$ cat config.mk
export PLATFORM = sky130hd
export DESIGN_NAME = lap_stop_watch_flat
export DESIGN_NICKNAME = d
export VERILOG_FILES = /design/src/rtl/lap_stop_watch_pkg.sv /design/src/rtl/lap_stop_watch_if.sv /design/src/rtl/edgeDetector.sv /design/src/rtl/lap_stop_watch_lap_fifo.sv /design/src/rtl/lap_stop_watch.sv /design/src/flat_wrapper.sv
export SDC_FILE = /design/constraint.sdc
export NUM_CORES = 1
export LEC_CHECK = 0
export ABC_AREA = 1
export CORE_MARGIN = 4
export CORE_UTILIZATION = 53
export CTS_BUF_LIST = sky130_fd_sc_hd__clkbuf_4 sky130_fd_sc_hd__clkbuf_8 sky130_fd_sc_hd__clkbuf_16
export CTS_CLUSTER_SIZE = 8
export DETAILED_ROUTE_END_ITERATION = 8
export PLACE_DENSITY = 0.77
export REMOVE_ABC_BUFFERS = 1
export SLEW_MARGIN = 20
export SYNTH_ARGS = -nofsm -noshare
export SYNTH_HDL_FRONTEND = slang
export SYNTH_SLANG_ARGS = --single-unit
$ cat constraint.sdc
create_clock -name clk -period 2.6 [get_ports clk]
set_clock_uncertainty 0.2 [all_clocks]
set_input_delay 0.52 -clock clk [delete_from_list [all_inputs] [get_ports clk]]
set_output_delay 0.52 -clock clk [all_outputs]
set_load 0.01 [all_outputs]
$ cat src/rtl/lap_stop_watch_pkg.sv
// Shared types and helpers for the lap stopwatch: FSM state encoding,
// seconds limit, BCD digit width and the tens/units splitter.
package stop_watch_pkg;

   typedef enum logic [1:0] {
      IDLE  = 2'd0,
      RUN   = 2'd1,
      PAUSE = 2'd2
   } sw_state_e;

   localparam int SEC_MAX = 59;
   localparam int BCD_W   = 4;

   typedef struct packed {
      logic [BCD_W-1:0] tens;
      logic [BCD_W-1:0] units;
   } bcd_pair_t;

   // Values never exceed 99, so both digits fit in one BCD nibble each.
   function automatic bcd_pair_t split_bcd(input logic [6:0] val);
      bcd_pair_t r;
      r.tens  = BCD_W'(val / 7'd10);
      r.units = BCD_W'(val % 7'd10);
      return r;
   endfunction

endpackage

$ cat src/rtl/lap_stop_watch_if.sv
// Control inputs and display/status outputs of the lap stopwatch.
interface lap_stop_watch_if #(
   parameter int LAP_DEPTH = 4
);
   localparam int CNT_W = $clog2(LAP_DEPTH + 1);

   logic             enb;
   logic             sw2;
   logic             btn_run;
   logic             btn_lap;
   logic             lap_rd;
   logic [3:0]       sw_min1;
   logic [3:0]       sw_min2;
   logic [3:0]       sw_sec1;
   logic [3:0]       sw_sec2;
   logic [3:0]       lap_min1;
   logic [3:0]       lap_min2;
   logic [3:0]       lap_sec1;
   logic [3:0]       lap_sec2;
   logic             lap_valid;
   logic [CNT_W-1:0] lap_count;
   logic             lap_ovf;
   logic             rolled;
   logic             running;

   modport master (
      output enb, sw2, btn_run, btn_lap, lap_rd,
      input  sw_min1, sw_min2, sw_sec1, sw_sec2,
      input  lap_min1, lap_min2, lap_sec1, lap_sec2,
      input  lap_valid, lap_count, lap_ovf, rolled, running
   );

   modport slave (
      input  enb, sw2, btn_run, btn_lap, lap_rd,
      output sw_min1, sw_min2, sw_sec1, sw_sec2,
      output lap_min1, lap_min2, lap_sec1, lap_sec2,
      output lap_valid, lap_count, lap_ovf, rolled, running
   );
endinterface

$ cat src/rtl/edgeDetector.sv
// Rising-edge detector: an edge sampled at one clock produces a one-cycle
// registered pulse that the consumer acts on at the following clock.
module edgeDetector (
   input  logic clk,
   input  logic rst_n,
   input  logic sig,
   output logic pulse
);
   logic sig_q;

   // Remember the previous sample and flag a 0->1 transition.
   always_ff @(posedge clk or negedge rst_n) begin
      if (!rst_n) begin
         sig_q <= 1'b0;
         pulse <= 1'b0;
      end else begin
         sig_q <= sig;
         pulse <= sig & ~sig_q;
      end
   end
endmodule

$ cat src/rtl/lap_stop_watch_lap_fifo.sv
// Lap capture FIFO. A push into a full FIFO is accepted only when a pop
// frees a slot in the same cycle; otherwise it is silently dropped and the
// caller decides whether that counts as overflow.
module lap_fifo #(
   parameter int DEPTH = 4,
   parameter int WIDTH = 13
) (
   input  logic                       clk,
   input  logic                       rst_n,
   input  logic                       push,
   input  logic                       pop,
   input  logic                       clear,
   input  logic [WIDTH-1:0]           din,
   output logic [WIDTH-1:0]           head,
   output logic [$clog2(DEPTH+1)-1:0] count,
   output logic                       full,
   output logic                       empty
);
   localparam int PW = (DEPTH > 1) ? $clog2(DEPTH) : 1;
   localparam int CW = $clog2(DEPTH + 1);

   logic [WIDTH-1:0] mem [DEPTH];
   logic [PW-1:0]    rd_ptr;
   logic [PW-1:0]    wr_ptr;
   logic             do_push;
   logic             do_pop;

   function automatic logic [PW-1:0] bump(input logic [PW-1:0] p);
      return (p == PW'(DEPTH - 1)) ? '0 : p + PW'(1);
   endfunction

   assign full    = (count == CW'(DEPTH));
   assign empty   = (count == '0);
   assign do_pop  = pop && !empty && !clear;
   assign do_push = push && !clear && (!full || do_pop);
   assign head    = mem[rd_ptr];

   // Pointer and occupancy bookkeeping; clear empties the FIFO outright.
   always_ff @(posedge clk or negedge rst_n) begin
      if (!rst_n) begin
         rd_ptr <= '0;
         wr_ptr <= '0;
         count  <= '0;
      end else if (clear) begin
         rd_ptr <= '0;
         wr_ptr <= '0;
         count  <= '0;
      end else begin
         if (do_push) wr_ptr <= bump(wr_ptr);
         if (do_pop)  rd_ptr <= bump(rd_ptr);
         if (do_push && !do_pop)      count <= count + CW'(1);
         else if (do_pop && !do_push) count <= count - CW'(1);
      end
   end

   // Entry storage; contents are masked by the occupancy count, so no reset.
   always_ff @(posedge clk) begin
      if (do_push) mem[wr_ptr] <= din;
   end
endmodule

$ cat src/rtl/lap_stop_watch.sv
// MM:SS stopwatch with run/pause control, lap capture FIFO and sticky
// rollover/overflow flags, driving BCD digits to the display mux.
//
// state | meaning
// IDLE  | counters cleared, waiting for a run event
// RUN   | counting 1 Hz ticks, lap events capture the current time
// PAUSE | counters frozen, run resumes, lap clears everything
module lap_stop_watch
   import stop_watch_pkg::*;
#(
   parameter int MAX_MIN   = 99,
   parameter int LAP_DEPTH = 4
) (
   input logic             clk,
   input logic             rst_n,
   lap_stop_watch_if.slave bus
);
   localparam int MIN_W = $clog2(MAX_MIN + 1);
   localparam int LAP_W = MIN_W + 6;
   localparam int CNT_W = $clog2(LAP_DEPTH + 1);

   localparam logic [1:0] S_IDLE  = IDLE;
   localparam logic [1:0] S_RUN   = RUN;
   localparam logic [1:0] S_PAUSE = PAUSE;

   logic [1:0]       state;
   logic [1:0]       state_nx;
   logic [5:0]       sec;
   logic [MIN_W-1:0] min;
   logic             run_ev;
   logic             lap_ev;
   logic             act_run;
   logic             act_lap;
   logic             do_clear;
   logic             do_capture;
   logic             do_tick;
   logic             do_pop;
   logic [LAP_W-1:0] lap_head;
   logic [CNT_W-1:0] fifo_count;
   logic             fifo_full;
   logic             fifo_empty;
   bcd_pair_t        min_bcd;
   bcd_pair_t        sec_bcd;
   bcd_pair_t        lmin_bcd;
   bcd_pair_t        lsec_bcd;

   edgeDetector u_run_edge (.clk(clk), .rst_n(rst_n), .sig(bus.btn_run), .pulse(run_ev));
   edgeDetector u_lap_edge (.clk(clk), .rst_n(rst_n), .sig(bus.btn_lap), .pulse(lap_ev));

   // A run event always beats a lap event arriving in the same cycle.
   assign act_run    = bus.sw2 && run_ev;
   assign act_lap    = bus.sw2 && lap_ev && !run_ev;
   assign do_clear   = act_lap && (state != S_RUN);
   assign do_capture = act_lap && (state == S_RUN);
   assign do_tick    = bus.sw2 && bus.enb && (state == S_RUN);
   assign do_pop     = bus.sw2 && bus.lap_rd && !do_clear;

   // Next-state decode.
   always_comb begin
      state_nx = state;
      case (state)
         S_IDLE:  if (act_run) state_nx = S_RUN;
         S_RUN:   if (act_run) state_nx = S_PAUSE;
         S_PAUSE: begin
            if (act_run)      state_nx = S_RUN;
            else if (act_lap) state_nx = S_IDLE;
         end
         default: state_nx = S_IDLE;
      endcase
   end

   // State register; running is loaded alongside so it tracks the state exactly.
   always_ff @(posedge clk or negedge rst_n) begin
      if (!rst_n) begin
         state       <= S_IDLE;
         bus.running <= 1'b0;
      end else begin
         state       <= state_nx;
         bus.running <= (state_nx == S_RUN);
      end
   end

   // MM:SS counter with wrap after MAX_MIN:59 and sticky rollover flag.
   always_ff @(posedge clk or negedge rst_n) begin
      if (!rst_n) begin
         sec        <= '0;
         min        <= '0;
         bus.rolled <= 1'b0;
      end else if (do_clear) begin
         sec        <= '0;
         min        <= '0;
         bus.rolled <= 1'b0;
      end else if (do_tick) begin
         if (sec == 6'(SEC_MAX)) begin
            sec <= '0;
            if (min == MIN_W'(MAX_MIN)) begin
               min        <= '0;
               bus.rolled <= 1'b1;
            end else begin
               min <= min + MIN_W'(1);
            end
         end else begin
            sec <= sec + 6'd1;
         end
      end
   end

   // Sticky overflow: a capture into a full buffer with no pop to make room.
   always_ff @(posedge clk or negedge rst_n) begin
      if (!rst_n)                                   bus.lap_ovf <= 1'b0;
      else if (do_clear)                            bus.lap_ovf <= 1'b0;
      else if (do_capture && fifo_full && !do_pop) bus.lap_ovf <= 1'b1;
   end

   lap_fifo #(.DEPTH(LAP_DEPTH), .WIDTH(LAP_W)) u_lap_fifo (
      .clk   (clk),
      .rst_n (rst_n),
      .push  (do_capture),
      .pop   (do_pop),
      .clear (do_clear),
      .din   ({min, sec}),
      .head  (lap_head),
      .count (fifo_count),
      .full  (fifo_full),
      .empty (fifo_empty)
   );

   assign min_bcd  = split_bcd(7'(min));
   assign sec_bcd  = split_bcd(7'(sec));
   assign lmin_bcd = split_bcd(7'(lap_head[LAP_W-1:6]));
   assign lsec_bcd = split_bcd(7'(lap_head[5:0]));

   // Registered display and lap status; frozen while the mode is deselected.
   always_ff @(posedge clk or negedge rst_n) begin
      if (!rst_n) begin
         bus.sw_min1   <= '0;
         bus.sw_min2   <= '0;
         bus.sw_sec1   <= '0;
         bus.sw_sec2   <= '0;
         bus.lap_min1  <= '0;
         bus.lap_min2  <= '0;
         bus.lap_sec1  <= '0;
         bus.lap_sec2  <= '0;
         bus.lap_valid <= 1'b0;
         bus.lap_count <= '0;
      end else if (bus.sw2) begin
         bus.sw_min1   <= min_bcd.tens;
         bus.sw_min2   <= min_bcd.units;
         bus.sw_sec1   <= sec_bcd.tens;
         bus.sw_sec2   <= sec_bcd.units;
         bus.lap_min1  <= fifo_empty ? '0 : lmin_bcd.tens;
         bus.lap_min2  <= fifo_empty ? '0 : lmin_bcd.units;
         bus.lap_sec1  <= fifo_empty ? '0 : lsec_bcd.tens;
         bus.lap_sec2  <= fifo_empty ? '0 : lsec_bcd.units;
         bus.lap_valid <= !fifo_empty;
         bus.lap_count <= fifo_count;
      end
   end
endmodule

$ cat src/flat_wrapper.sv
// flat-port wrapper written by rule: the top's interface ports become plain ports
module lap_stop_watch_flat import stop_watch_pkg::*;
#(
   parameter int MAX_MIN   = 99,
   parameter int LAP_DEPTH = 4
)
  (clk, rst_n, bus_enb, bus_sw2, bus_btn_run, bus_btn_lap, bus_lap_rd, bus_sw_min1, bus_sw_min2, bus_sw_sec1, bus_sw_sec2, bus_lap_min1, bus_lap_min2, bus_lap_sec1, bus_lap_sec2, bus_lap_valid, bus_lap_count, bus_lap_ovf, bus_rolled, bus_running);
  lap_stop_watch_if #(.LAP_DEPTH(LAP_DEPTH)) bus_i ();
  input logic clk;
  input logic rst_n;
  input wire logic [$bits(bus_i.enb)-1:0] bus_enb;
  input wire logic [$bits(bus_i.sw2)-1:0] bus_sw2;
  input wire logic [$bits(bus_i.btn_run)-1:0] bus_btn_run;
  input wire logic [$bits(bus_i.btn_lap)-1:0] bus_btn_lap;
  input wire logic [$bits(bus_i.lap_rd)-1:0] bus_lap_rd;
  output wire logic [$bits(bus_i.sw_min1)-1:0] bus_sw_min1;
  output wire logic [$bits(bus_i.sw_min2)-1:0] bus_sw_min2;
  output wire logic [$bits(bus_i.sw_sec1)-1:0] bus_sw_sec1;
  output wire logic [$bits(bus_i.sw_sec2)-1:0] bus_sw_sec2;
  output wire logic [$bits(bus_i.lap_min1)-1:0] bus_lap_min1;
  output wire logic [$bits(bus_i.lap_min2)-1:0] bus_lap_min2;
  output wire logic [$bits(bus_i.lap_sec1)-1:0] bus_lap_sec1;
  output wire logic [$bits(bus_i.lap_sec2)-1:0] bus_lap_sec2;
  output wire logic [$bits(bus_i.lap_valid)-1:0] bus_lap_valid;
  output wire logic [$bits(bus_i.lap_count)-1:0] bus_lap_count;
  output wire logic [$bits(bus_i.lap_ovf)-1:0] bus_lap_ovf;
  output wire logic [$bits(bus_i.rolled)-1:0] bus_rolled;
  output wire logic [$bits(bus_i.running)-1:0] bus_running;
  assign bus_i.enb = bus_enb;
  assign bus_i.sw2 = bus_sw2;
  assign bus_i.btn_run = bus_btn_run;
  assign bus_i.btn_lap = bus_btn_lap;
  assign bus_i.lap_rd = bus_lap_rd;
  assign bus_sw_min1 = bus_i.sw_min1;
  assign bus_sw_min2 = bus_i.sw_min2;
  assign bus_sw_sec1 = bus_i.sw_sec1;
  assign bus_sw_sec2 = bus_i.sw_sec2;
  assign bus_lap_min1 = bus_i.lap_min1;
  assign bus_lap_min2 = bus_i.lap_min2;
  assign bus_lap_sec1 = bus_i.lap_sec1;
  assign bus_lap_sec2 = bus_i.lap_sec2;
  assign bus_lap_valid = bus_i.lap_valid;
  assign bus_lap_count = bus_i.lap_count;
  assign bus_lap_ovf = bus_i.lap_ovf;
  assign bus_rolled = bus_i.rolled;
  assign bus_running = bus_i.running;
  lap_stop_watch #(.MAX_MIN(MAX_MIN), .LAP_DEPTH(LAP_DEPTH)) u_core (.clk(clk), .rst_n(rst_n), .bus(bus_i));
endmodule
# After elaboration in Yosys (flattened, before gate mapping)
# Memory sizes are Yosys's and may differ from the RTL's.
# Index checks and enable logic that the tools add are counted.
[op_classes]
bitwise = 4
add_sub_neg = 6
n_mux = 33
reduce_logical = 36
div = 8
eq_ne = 9
[ops]
columns = ["cell", "count"]
rows = [
  ["two-way mux 7 bit", 4],
  ["two-way mux 2 bit", 10],
  ["two-way mux 6 bit", 3],
  ["logical AND 1 bit", 17],
  ["two-way mux 4 bit", 4],
  ["divider 6 x 4 -> 7 bit, second input constant", 2],
  ["divider 7 x 4 -> 7 bit, second input constant", 2],
  ["remainder unit 6 x 4 -> 7 bit, second input constant", 2],
  ["remainder unit 7 x 4 -> 7 bit, second input constant", 2],
  ["nonzero test 2 bit", 6],
  ["two-way mux 3 bit", 3],
  ["two-way mux 1 bit", 8],
  ["adder 7 x 1 -> 7 bit, second input constant", 1],
  ["equality test 7 bit, second input constant", 1],
  ["logical NOT 1 bit", 7],
  ["adder 6 x 1 -> 6 bit, second input constant", 1],
  ["equality test 2 bit, second input constant", 3],
  ["equality test 6 bit, second input constant", 1],
  ["case mux 2 bit (3 select lines)", 1],
  ["adder 2 x 1 -> 2 bit, second input constant", 2],
  ["equality test 2 x 1 -> 1 bit, second input constant", 2],
  ["adder 3 x 1 -> 3 bit, second input constant", 1],
  ["equality test 3 bit, second input constant", 1],
  ["logical NOT 3 bit", 1],
  ["9 further kinds", 11],
]
[word_totals]
out_inout_bits = 39
n_memories = 1
ram_bits = 52
input_bits = 7
ff_bits = 65
elab_cells = 120
[memory_table]
columns = ["name", "depth", "word_bits", "read_ports", "rd_ports_with_merged_regs", "write_ports", "line", "text"]
rows = [
  ["u_core.u_lap_fifo.mem", 4, 13, 1, 0, 1, "lap_stop_watch_lap_fifo.sv:22", "logic [WIDTH-1:0] mem [DEPTH];"],
]

# Depth between registers and ports, before layout
[logic_depth]
depth_word = 14
mapped_depth = 25

# Modules after synthesis
# A second synthesis with hierarchy kept.
[hier_totals]
cells_unflattened = 629
hier_area_um2 = 5739.3
[modules_own_cells]
columns = ["mod", "instances", "area_each_um2", "cells_each"]
rows = [
  ["lap_stop_watch", 1, 3131.8, 426],
  ["lap_fifo", 1, 2487.4, 195],
  ["edgeDetector", 2, 60.1, 4],
]

# Least setup slack after synthesis
# OpenSTA, ideal clock, no wires.
[synth_timing]
kind = "reg2reg"
from = "reg u_core.sec[4]"
to = "reg u_core.bus.sw_sec2[1]"
setup_ns = 0.117
t_arrival_ns = 2.339
period_less_slack_ns = 2.657
slack_ns = -0.057
stages_incl_launch_ff = 18
cell_sequence = "dfrtp_1 -> inv_1 -> ha_1 -> nor2_1 -> nand2_2 -> nand2_2 -> xor2_1 -> nand2_1 -> a21oi_2 -> xor2_1 -> inv_1 -> ha_1 -> o21ai_2 -> inv_2 -> nand2_1 -> nand2_1 -> nand3_1 -> nand2_1"
[synth_via]
elab_chain_len = 1
[synth_rtl]
columns = ["element", "line", "text"]
rows = [
  ["start, declared", "lap_stop_watch.sv:28", "logic [5:0] sec;"],
  ["start signal, assigned", "lap_stop_watch.sv:103", "sec <= sec + 6'd1;"],
  ["remainder unit 6 x 4 -> 7 bit", "lap_stop_watch_pkg.sv:23", "r.units = BCD_W'(val % 7'd10);"],
  ["end signal, assigned", "lap_stop_watch.sv:150", "bus.sw_sec2 <= sec_bcd.units;"],
  ["end, declared", "lap_stop_watch_if.sv:35", "output sw_min1, sw_min2, sw_sec1, sw_sec2,"],
]
# No other way between the ends.
# A chain may end at the register's enable or synchronous reset.

# Worst setup path after layout
[layout_timing]
from = "reg u_core.u_lap_fifo.rd_ptr[0]"
to = "reg u_core.bus.lap_min2[3]"
[layout_via]
elab_chain_len = 3
[layout_rtl]
columns = ["element", "line", "text"]
rows = [
  ["start, declared", "lap_stop_watch_lap_fifo.sv:23", "logic [PW-1:0] rd_ptr;"],
  ["start signal, assigned", "lap_stop_watch_lap_fifo.sv:50", "if (do_pop) rd_ptr <= bump(rd_ptr);"],
  ["memory read (4 x 13 bit)", "-", ""],
  ["remainder unit 7 x 4 -> 7 bit", "lap_stop_watch_pkg.sv:23", ""],
  ["two-way mux 4 bit", "lap_stop_watch.sv:152", "bus.lap_min2 <= fifo_empty ? '0 : lmin_bcd.units;"],
  ["end signal, assigned", "lap_stop_watch.sv:152", ""],
  ["end, declared", "lap_stop_watch_if.sv:36", "output lap_min1, lap_min2, lap_sec1, lap_sec2,"],
]
# No other way between the ends.

==> results by group <==
Timing
  – RSZ-0062 raised after global routing: true
  – Crit share post-route: 1.08
  – Setup violations, final: 7
  – Tmin final: 2800 ps
  – Hold slack: 191 ps
  – Max Freq: 358 MHz
  – Final Slew Violations: 0
  – Final worst slack: -196 ps
  – Worst Max-Slew Pin Slew: 664 ps
  – Final Hold Viols: 0
  – Rel. slew slack: 0.557

Floorplan
  – Rows: 37
  – Core ar.: 0.0105 sq mm
  – Num ports: 46
  – Initial Util: 0.551
  – Die area: 0.0126 sq mm
  – Die Width: 112 um
  – Chip height: 112 um

Drt
  – DRT iter0 DRCs: 369
  – Routed vias: 5252
  – Routed WL per cell: 16.7 um
  – Drt first pass iters: 5
  – Via density: 5.55
  – Post-Route WL: 15800 um
  – Drc violations: 0
  – Post-DRT Antenna Nets: 0

Global routing
  – Pin count of the biggest net entering global routing: 39
  – First-pass GRT wire length: 24000 um
  – Vias in the first global route: 5013
  – Initial antenna violation count: 0
  – Gr usage total: 0.242
  – Gr ovfl total: 0

Clock network
  – Clk slew on worst S/H paths: 60 ps
  – Root buf cell: clkbuf_8
  – Clock latency on the worst-skew pair: 530 ps
  – H-tree depth: 4
  – CTS tree: done
  – Sink Count: 115
  – Total CTS buffers: 17
  – Max Buffers Root-to-Sink: 2

Yosys
  – Yosys warning count: 0
  – Ys flop type: dfrtp_1
  – Number of enable-type register cells in the synthesized netlist: 52
  – Syn_area_per_cell: 9.28 sq um
  – Sequential fraction of the synthesis area: 0.545
  – Mapped cell area: 0.00576 sq mm
  – Synth cell types: 45
  – Number of synthesized register bits: 115
  – Asr flop ratio synth: 0.548
  – Mapped Cells: 621

Critical path
  – Worst-case reg-to-reg path depth: 20
  – Crit path depth: 20
  – Crit-path cells: clkinvlp_4, nand2_2, nand3_2, nand2_2, nand2_2, nand2_2, nand2_2, nand2_2, nand2_4, buf_4, buf_4, nand2_2, xor2_1, nand2_2, nand3_4, nand3_4, nand2_2, nand2_1, nand2_1, nand2_1
  – Critical path capture point type: flip-flop
  – R2r startpoint: u_core.u_lap_fifo.rd_ptr[0]
  – Kind of critical path: reg2reg
  – Critical Path AT: 3020 ps
  – Slowest CP cell: dfrtp_2
  – Worst Path Required: 2820 ps
  – Critical Path Start: u_core.u_lap_fifo.rd_ptr[0]
  – Max FO, Critical Path: 5
  – Crit path launch type: flip-flop
  – WP buf/inv: 3
  – Crit-path max cell delay: 500 ps
  – Top delay family on crit path: simple AND/OR/NAND/NOR gates
  – Crit-path most repeated cell: nand2_2

Cells and area
  – Share of cells above drive strength 1: 0.360
  – FF/Latch Area: 0.00314 sq mm
  – Synth-to-Final Area Change: 44.4%
  – Post-Layout Cell Count: 946
  – Fillers: 604
  – Ant diodes: 0
  – Nets: 824
  – Multi-input gate area: 0.00262 sq mm

Pwr
  – Worst IR drop on VDD: 1.11 mV
  – PD cells: 1560 mW/mm^2
  – P_leak: 0.00380 uW

Hold path
  – Worst Hold Depth: 1
  – Worst hold start: u_core.u_run_edge.sig_q
  – Hold Path Class: reg2reg

Placement
  – DP HPWL: 9010 um
  – IO Port Bufs: 43
  – Final GP Congestion: 0.885
  – Placed cells: 875

Job
  – Max-Cap Viols: 0

Run status
  – Status: complete, but fails checks
  – Failing checks: negative setup slack
[worst register-to-register path, stage by stage, from the launching register on]
cell and delay (ps):
dfrtp_2 500, clkinvlp_4 210, nand2_2 110, nand3_2 60, nand2_2 110, nand2_2 70, nand2_2 90, nand2_2 70
nand2_2 100, nand2_4 70, buf_4 130, buf_4 120, nand2_2 80, xor2_1 210, nand2_2 110, nand3_4 120
nand3_4 100, nand2_2 70, nand2_1 50, nand2_1 50, nand2_1 40
[cell families after synthesis]
group | after synthesis | synth area share
compound gates | 88 | 0.0949
xor+xnor | 7 | 0.0106
fa+ha+maj | 20 | 0.0447
buf+inv | 84 | 0.0627
flops | 115 | 0.545
mux | 1 | 0.00195
other cells | 1 | 0.000651
simple gates | 305 | 0.240
[where the power goes]
part / switching, uW / total, uW / leakage, uW / internal, uW
sequential: 331 / 2770 / 0.00123 / 2440
combinational: 4060 / 7630 / 0.00224 / 3560
clock: 788 / 2570 / 0.000325 / 1780
total: 5180 / 13000 / 0.00380 / 7790
[registers in the layout, summed over array words and instances (netlist names)]
signal,cells
u_core.u_lap_fifo.rd_ptr,2
u_core.bus.running,1
u_core.u_lap_fifo.count,3
u_core.u_lap_edge.sig_q,1
u_core.bus.sw_min1,4
u_core.bus.sw_min2,4
u_core.bus.lap_ovf,1
u_core.bus.sw_sec2,4
u_core.min,7
u_core.bus.lap_valid,1
u_core.bus.sw_sec1,3
u_core.bus.lap_count,3
u_core.u_run_edge.sig_q,1
u_core.bus.lap_sec1,3
u_core.bus.lap_min1,4
u_core.u_lap_fifo.wr_ptr,2
u_core.u_run_edge.pulse,1
u_core.sec,6
u_core.state,2
u_core.bus.rolled,1
u_core.u_lap_fifo.mem,52
u_core.bus.lap_min2,4
u_core.u_lap_edge.pulse,1
u_core.bus.lap_sec2,4
[synthesized netlist by cell type (all sizes together) (2+ instances only)]
| cell type | count | area share |
|---|---|---|
| o21ai | 43 | 0.039 |
| a22o | 6 | 0.0091 |
| a31oi | 4 | 0.0043 |
| nor2 | 47 | 0.032 |
| nor3 | 11 | 0.0096 |
| inv | 67 | 0.044 |
| nand3 | 44 | 0.046 |
| edfxtp | 52 | 0.27 |
| xor2 | 5 | 0.0076 |
| ha | 19 | 0.041 |
| a21oi | 23 | 0.021 |
| clkbuf | 5 | 0.0033 |
| o22ai | 2 | 0.0022 |
| dfrtp | 63 | 0.27 |
| nand4 | 14 | 0.016 |
| nor4 | 2 | 0.0022 |
| buf | 12 | 0.016 |
| nand2 | 183 | 0.13 |
| xnor2 | 2 | 0.0030 |
| o31ai | 3 | 0.0039 |
| a32oi | 5 | 0.012 |
[path summary, 6_finish.rpt]
path / to / slack [ps]
min in group asynchronous: u_core.bus.lap_valid / 360
hold / removal: u_core.u_run_edge.pulse / 190
setup reg to reg: u_core.bus.lap_min2[3] / -200
max in group asynchronous: u_core.u_lap_fifo.rd_ptr[0] / 1170
hold reg to reg: u_core.u_run_edge.pulse / 190
setup / recovery: u_core.bus.lap_min2[3] / -200
[area by class of cell]
class | instances | share of cell area
timing repair inverter | 1 | 0.000902
clock inverter | 11 | 0.0250
clock buffer | 21 | 0.0534
tap | 136 | 0.0204
sequential | 115 | 0.377
timing repair buffer | 172 | 0.177
inverter | 67 | 0.0316
multi-input combinational | 423 | 0.314
[per-stage QoR]
stage	TNS (ps)	power [uW]	instance area (sq um)	utilization	setup WS, ps
2_1_floorplan	-3410	5960	5660	-	-550
3_3_place_gp	-727	7940	6960	0.665	-139
3_5_place_dp	-7010	8200	6960	0.665	-307
4_1_cts	-611	11700	7940	0.759	-125
5_1_grt	-2800	13800	8320	0.796	-376
6_report	-1130	13000	8320	0.796	-196
[layout by cell type (no fill, tap or decap), types with 3 or more instances in the layout]
| master | n |
|---|---|
| nand2_1 | 124 |
| buf_4 | 118 |
| dfrtp_1 | 61 |
| nand2_2 | 53 |
| edfxtp_1 | 52 |
| inv_1 | 49 |
| clkdlybuf4s50_1 | 42 |
| nor2_1 | 40 |
| o21ai_0 | 30 |
| nand3_1 | 27 |
| a21oi_1 | 16 |
| clkbuf_16 | 16 |
| inv_2 | 14 |
| nand4_1 | 13 |
| ha_1 | 13 |
| nand3_2 | 11 |
| nor3_1 | 9 |
| o21ai_1 | 8 |
| a21oi_2 | 7 |
| nand2_4 | 6 |
| nand3_4 | 6 |
| a22o_1 | 6 |
| bufinv_16 | 6 |
| nor2_2 | 5 |
| o21ai_2 | 5 |
| ha_4 | 5 |
| xor2_1 | 4 |
| a31oi_1 | 4 |
| clkbuf_4 | 4 |
| buf_6 | 4 |
| buf_12 | 4 |
| o31ai_1 | 3 |
| inv_4 | 3 |
| clkinv_2 | 3 |
[routing by layer]
| layer | up-vias | GRT usage | share of wire |
|---|---|---|---|
| li1 | 2439 | - | - |
| met1 | 2545 | 0.276 | 0.37 |
| met2 | 226 | 0.433 | 0.54 |
| met3 | 42 | 0.0663 | 0.062 |
| met4 | 0 | 0.0873 | 0.030 |
| met5 | - | 0 | 0 |
[what timing repair did]
action / in CTS / in global routing
hold buffers: 1 / 0
endpoints found under the hold margin: 25 / 0
buffers inserted: 21 / 16
setup endpoints to repair: 12 / 20
cloned: 2 / 0
pin swaps: 20 / 45
resized for setup: 36 / 82
Note: power is estimated with default switching activity, not from simulation.
